### config.mk
export PLATFORM = sky130hd
export DESIGN_NAME = arb_burst_mux
export DESIGN_NICKNAME = d
export VERILOG_FILES = /design/src/rtl/arb_burst_mux.sv
export SDC_FILE = /design/constraint.sdc
export NUM_CORES = 1
export LEC_CHECK = 0
export ABC_CLOCK_PERIOD_IN_PS = 1700
export BUFFER_PORTS_ARGS = -buffer_cell sky130_fd_sc_hd__buf_2
export CORE_MARGIN = 2
export CORE_UTILIZATION = 44
export CTS_CLUSTER_DIAMETER = 80
export CTS_CLUSTER_SIZE = 40
export DETAILED_ROUTE_END_ITERATION = 10
export GPL_ROUTABILITY_DRIVEN = 0
export HOLD_SLACK_MARGIN = 0.1
export PLACE_DENSITY = 0.86
export SYNTH_ARGS = -nofsm -noshare
export SYNTH_HDL_FRONTEND = slang
export SYNTH_SLANG_ARGS = --single-unit
### constraint.sdc
create_clock -name clk -period 1.7 [get_ports clk]
set_input_delay 0.085 -clock clk [delete_from_list [all_inputs] [get_ports clk]]
set_output_delay 0.085 -clock clk [all_outputs]
set_load 0.005 [all_outputs]
### src/rtl/arb_burst_mux.sv
// arb_burst_mux: latches the client named by a one-hot arbiter grant and
// streams a fixed-length burst of that client's payload onto one shared
// valid/ready channel. Also generates per-client pop/done pulses, flags
// malformed grants and aborts bursts that stall too long.
module arb_burst_mux #(
   parameter int N         = 4,
   parameter int DW        = 8,
   parameter int BEATS     = 4,
   parameter int STALL_MAX = 16,
   localparam int IW       = (N > 1) ? $clog2(N) : 1
) (
   input  logic            clk,
   input  logic            reset,
   input  logic [N-1:0]    grant,
   input  logic [N*DW-1:0] data_in,
   input  logic            out_ready,
   output logic            out_valid,
   output logic [DW-1:0]   out_data,
   output logic [IW-1:0]   out_id,
   output logic            out_last,
   output logic [N-1:0]    client_pop,
   output logic [N-1:0]    done,
   output logic            busy,
   output logic            err_grant,
   output logic            timeout
);

   localparam int BW = (BEATS > 1) ? $clog2(BEATS) : 1;
   localparam int SW = $clog2(STALL_MAX + 1);

   localparam logic [0:0] S_IDLE  = 1'b0;
   localparam logic [0:0] S_BURST = 1'b1;

   logic [0:0]    state_q, state_d;
   logic [IW-1:0] id_q, id_d;
   logic [BW-1:0] beat_cnt_q, beat_cnt_d;
   logic [SW-1:0] stall_cnt_q, stall_cnt_d;
   logic [N-1:0]  done_q, done_d;
   logic          err_grant_q, err_grant_d;
   logic          timeout_q, timeout_d;

   logic          grant_any;
   logic          grant_onehot;
   logic [IW-1:0] grant_idx;
   logic          accept;
   logic          last_beat;
   logic          stall_limit;

   // A grant is one-hot when it is non-zero and clearing its lowest set bit leaves nothing.
   assign grant_any    = |grant;
   assign grant_onehot = grant_any & ~|(grant & (grant - N'(1)));

   // Encode the index of the granted client; only meaningful when the grant is one-hot.
   always_comb begin
      grant_idx = '0;
      for (int i = 0; i < N; i++) begin
         if (grant[i]) grant_idx = IW'(i);
      end
   end

   assign out_valid   = (state_q == S_BURST);
   assign busy        = out_valid;
   assign accept      = out_valid & out_ready;
   assign last_beat   = (beat_cnt_q == BW'(BEATS - 1));
   assign out_last    = out_valid & last_beat;
   assign stall_limit = (stall_cnt_q == SW'(STALL_MAX - 1));
   assign out_id      = id_q;
   // Payload is not registered: the owner's current beat goes straight through.
   assign out_data    = out_valid ? data_in[id_q*DW +: DW] : '0;
   assign done        = done_q;
   assign err_grant   = err_grant_q;
   assign timeout     = timeout_q;

   // Per-client pop strobe: only the burst owner sees its accepted beats.
   for (genvar gi = 0; gi < N; gi++) begin : g_pop
      assign client_pop[gi] = accept & (id_q == IW'(gi));
   end

   // Next-state logic: capture in IDLE, count beats and stalls in BURST.
   always_comb begin
      state_d     = state_q;
      id_d        = id_q;
      beat_cnt_d  = beat_cnt_q;
      stall_cnt_d = stall_cnt_q;
      done_d      = '0;
      err_grant_d = 1'b0;
      timeout_d   = 1'b0;
      case (state_q)
         S_IDLE: begin
            if (grant_onehot) begin
               id_d        = grant_idx;
               beat_cnt_d  = '0;
               stall_cnt_d = '0;
               state_d     = S_BURST;
            end else if (grant_any) begin
               err_grant_d = 1'b1;
            end
         end
         default: begin
            // An accept on the stall-limit cycle wins over the abort.
            if (accept) begin
               stall_cnt_d = '0;
               if (last_beat) begin
                  beat_cnt_d = '0;
                  done_d     = client_pop;
                  state_d    = S_IDLE;
               end else begin
                  beat_cnt_d = beat_cnt_q + BW'(1);
               end
            end else if (stall_limit) begin
               beat_cnt_d  = '0;
               stall_cnt_d = '0;
               timeout_d   = 1'b1;
               state_d     = S_IDLE;
            end else begin
               stall_cnt_d = stall_cnt_q + SW'(1);
            end
         end
      endcase
   end

   // State and pulse registers; reset drops any burst in progress without a done or timeout.
   always_ff @(posedge clk or negedge reset) begin
      if (!reset) begin
         state_q     <= S_IDLE;
         id_q        <= '0;
         beat_cnt_q  <= '0;
         stall_cnt_q <= '0;
         done_q      <= '0;
         err_grant_q <= 1'b0;
         timeout_q   <= 1'b0;
      end else begin
         state_q     <= state_d;
         id_q        <= id_d;
         beat_cnt_q  <= beat_cnt_d;
         stall_cnt_q <= stall_cnt_d;
         done_q      <= done_d;
         err_grant_q <= err_grant_d;
         timeout_q   <= timeout_d;
      end
   end

endmodule

==> impl_metrics.tcl <==
set metrics [dict create \
    status "finished, final reports clean" \
    synth.avg_cell_area_um2 10.3 \
    io_pins 62 \
    cts_buffers 3 \
    switching_share 0.355 \
    dpl-instance-area_mm2 0.00141 \
    max_cap_viol_count 0 \
    clkSinkCount 16 \
    netlist.area_leader.share 0.354 \
    fmax_mhz 594 \
    synth_fa_ha_area_frac 0.0310 \
    area_growth_syn_to_layout_pct 36.3 \
    timing.setup.tns_ps 0 \
    synth_mux_area_frac 0.173 \
    wl_um 3030 \
    worstSetupPathType "flip-flop to primary output" \
    clkSlewWorstSetupHoldPaths_ps 100 \
    crit_path_end_kind "primary output" \
    synth.net_count 151 \
    synth_top_family_by_area "simple AND/OR/NAND/NOR gates" \
    wl_per_cell_um 14.9 \
    p_leak_uw 0.000786 \
    clockBufferDepth 2 \
    drive_gt1_frac 0.520 \
    initial_core_util 0.461 \
    setup_viol 0 \
    worstHoldStart "grant[0]" \
    rr_startpoint "stall_cnt_q[0]" \
    max_stage_delay_ps 500 \
    syn_inst 110 \
    firstDrtPassIters 4 \
    layout_setup_ws_ps 15.3 \
    gr-total-overflow 0 \
    cp-startpoint "out_id[0]" \
    synthTopCellsByArea "dfrtp_1 (35%), mux4_2 (16%), and2_1 (5.0%), nor2_1 (4.3%), a21oi_1 (2.7%)" \
    grt_pass1_vias 1010 \
    finalClockSkew_ps 3.33 \
    slew_headroom 0.722 \
    intPower_uw 1170 \
    drcViolationCount 0 \
    die-area_mm2 0.00299 \
    synth_xor_area_frac 0.0376 \
    grt_pass1_wl_um 4570 \
    final_cell_area_mm2 0.00154 \
    crit_buf_inv 2 \
    p_clk_frac 0.139 \
    synth_seq_cells 16 \
    multi_input_area_um2 649 \
    clockRootBuffer "clkbuf_4" \
    layout_commonest_cell "buf_2" \
    switchingPower_uw 643 \
    via_count 1124 \
    slew_violations 0 \
    yosysTopAreaCell "dfrtp_1" \
    ys_types 36 \
    dieHeight_um 54.7 \
    grt_max_degree 17 \
    cpMostUsedCell "buf_6" \
    hp-class "input port to flip-flop" \
    n_antenna_cell 0 \
    drtIter0Drc 30 \
    worstSkewPairLatency_ps 280 \
    power_frac_seq 0.323 \
    fin_hold_ws_ps 136 \
    fp.coreArea_mm2 0.00245 \
    ff_latch_area_um2 403 \
    die_width_um 54.7 \
    layout_common_cells "buf_2 (57), dfrtp_1 (14), nor2_1 (13)" \
    synth-simple-area-share 0.207 \
    worstPathMaxFanout 4 \
    peakVddDrop_v 0.000624 \
    cp-start-kind "flip-flop" \
    syn_area_mm2 0.00113 \
    crit_family "multiplexers" \
    period_needed_ps 1680 \
    viasPerCell 5.54 \
    power_density_mw_per_mm2 1170 \
    yosys_warnings 0 \
    path_cells "buf_6 -> mux4_2 -> and2_4 -> buf_6" \
    cp_slowest_cell "mux4_2" \
    antenna_found_initial 0 \
    rsz0062_at_grt "yes" \
    rows 18 \
    place_ws_ps 33.1 \
    port_buffers 61 \
    rrSetupSlack_ps 230 \
    cp.required_ps 1620 \
    synth_compound_area_frac 0.117 \
    final_nets 215 \
    pwr-share-comb 0.537 \
    tightestPinTransition_ps 407 \
    final_antenna_net_count 0 \
    cp.arrival_ps 1600 \
    finalHoldViolCount 0 \
    grt_usage 0.215 \
    cts_max_level 1 \
    dp_hpwl_um 2200 \
    seq_area_frac_synth 0.354 \
    post-route-period-util 0.991 \
    fillers 198 \
    cts_tree "done" \
]
-- layout make-up --
class | count | share of cell area
clock buffer | 4 | 0.0235
multi-input combinational | 80 | 0.421
sequential | 16 | 0.261
tap | 30 | 0.0244
inverter | 5 | 0.0122
timing repair buffer | 68 | 0.257
-- flip-flops by register name, indices dropped and copies added (netlist names) --
register	flops
stall_cnt_q	5
err_grant	1
busy	1
timeout	1
beat_cnt_q	2
out_id	2
done	4
-- final timing paths --
kind	endpoint	cells past startpoint
hold reg to reg	timeout	1
setup reg to reg	busy	4
max in group asynchronous	out_id[0]	2
min in group asynchronous	beat_cnt_q[1]	2
hold / removal	out_id[1]	2
setup / recovery	out_data[3]	4
-- logic make-up after synthesis --
| family | after synthesis |
|---|---|
| AND/OR/NAND/NOR | 45 |
| AO/OA/AOI/OAI | 19 |
| flip-flops | 16 |
| buffers and inverters | 14 |
| multiplexers | 9 |
| XOR/XNOR | 4 |
| adder cells (fa/ha/maj) | 3 |
-- through the flow --
stage,cells,power [uW],util
after floorplan,110,1120,-
after global placement,193,1320,0.574
after detailed placement,193,1350,0.574
after CTS,202,1670,0.606
after global routing,203,1920,0.628
final,203,1810,0.628
-- power groups by stage --
stage	Sequential (uW)	Combinational (uW)	Clock (uW)
finish	585	972	252
global route	595	1040	278
CTS	570	844	256
detailed placement	615	737	0
global placement	606	710	0
floorplan	539	581	0
-- routing by layer --
metal  part of all wire  routed length, um  GRT usage
met4              0.026                 78      0.113
met3              0.048                144     0.0246
met1               0.38               1150      0.274
met5                  0                  0          0
met2               0.55               1650      0.355
-- cell usage after synthesis, drive strengths merged --
cell,instances
buf,7
xor2,1
xnor2,3
nand3b,1
a21o,1
mux2,1
nand3,6
nor4b,1
nand2,5
nand2b,1
nor2,13
or3,2
maj3,1
nor3,5
clkbuf,2
ha,2
o21ai,3
and2,10
dfrtp,16
o32ai,1
o211ai,1
o2bb2ai,1
o21a,1
nor2b,1
a2111oi,2
inv,5
a22o,2
a21oi,6
o21bai,1
mux4,8
-- what timing repair did --
action | in CTS | in global routing
setup endpoints to repair | 8 | 8
gates resized for setup | 2 | 12
pin swaps | 0 | 7
setup buffers | 4 | 1
hold buffers | 1 | 0
hold endpoints to repair | 16 | 0
(Power assumes the default switching activity.)
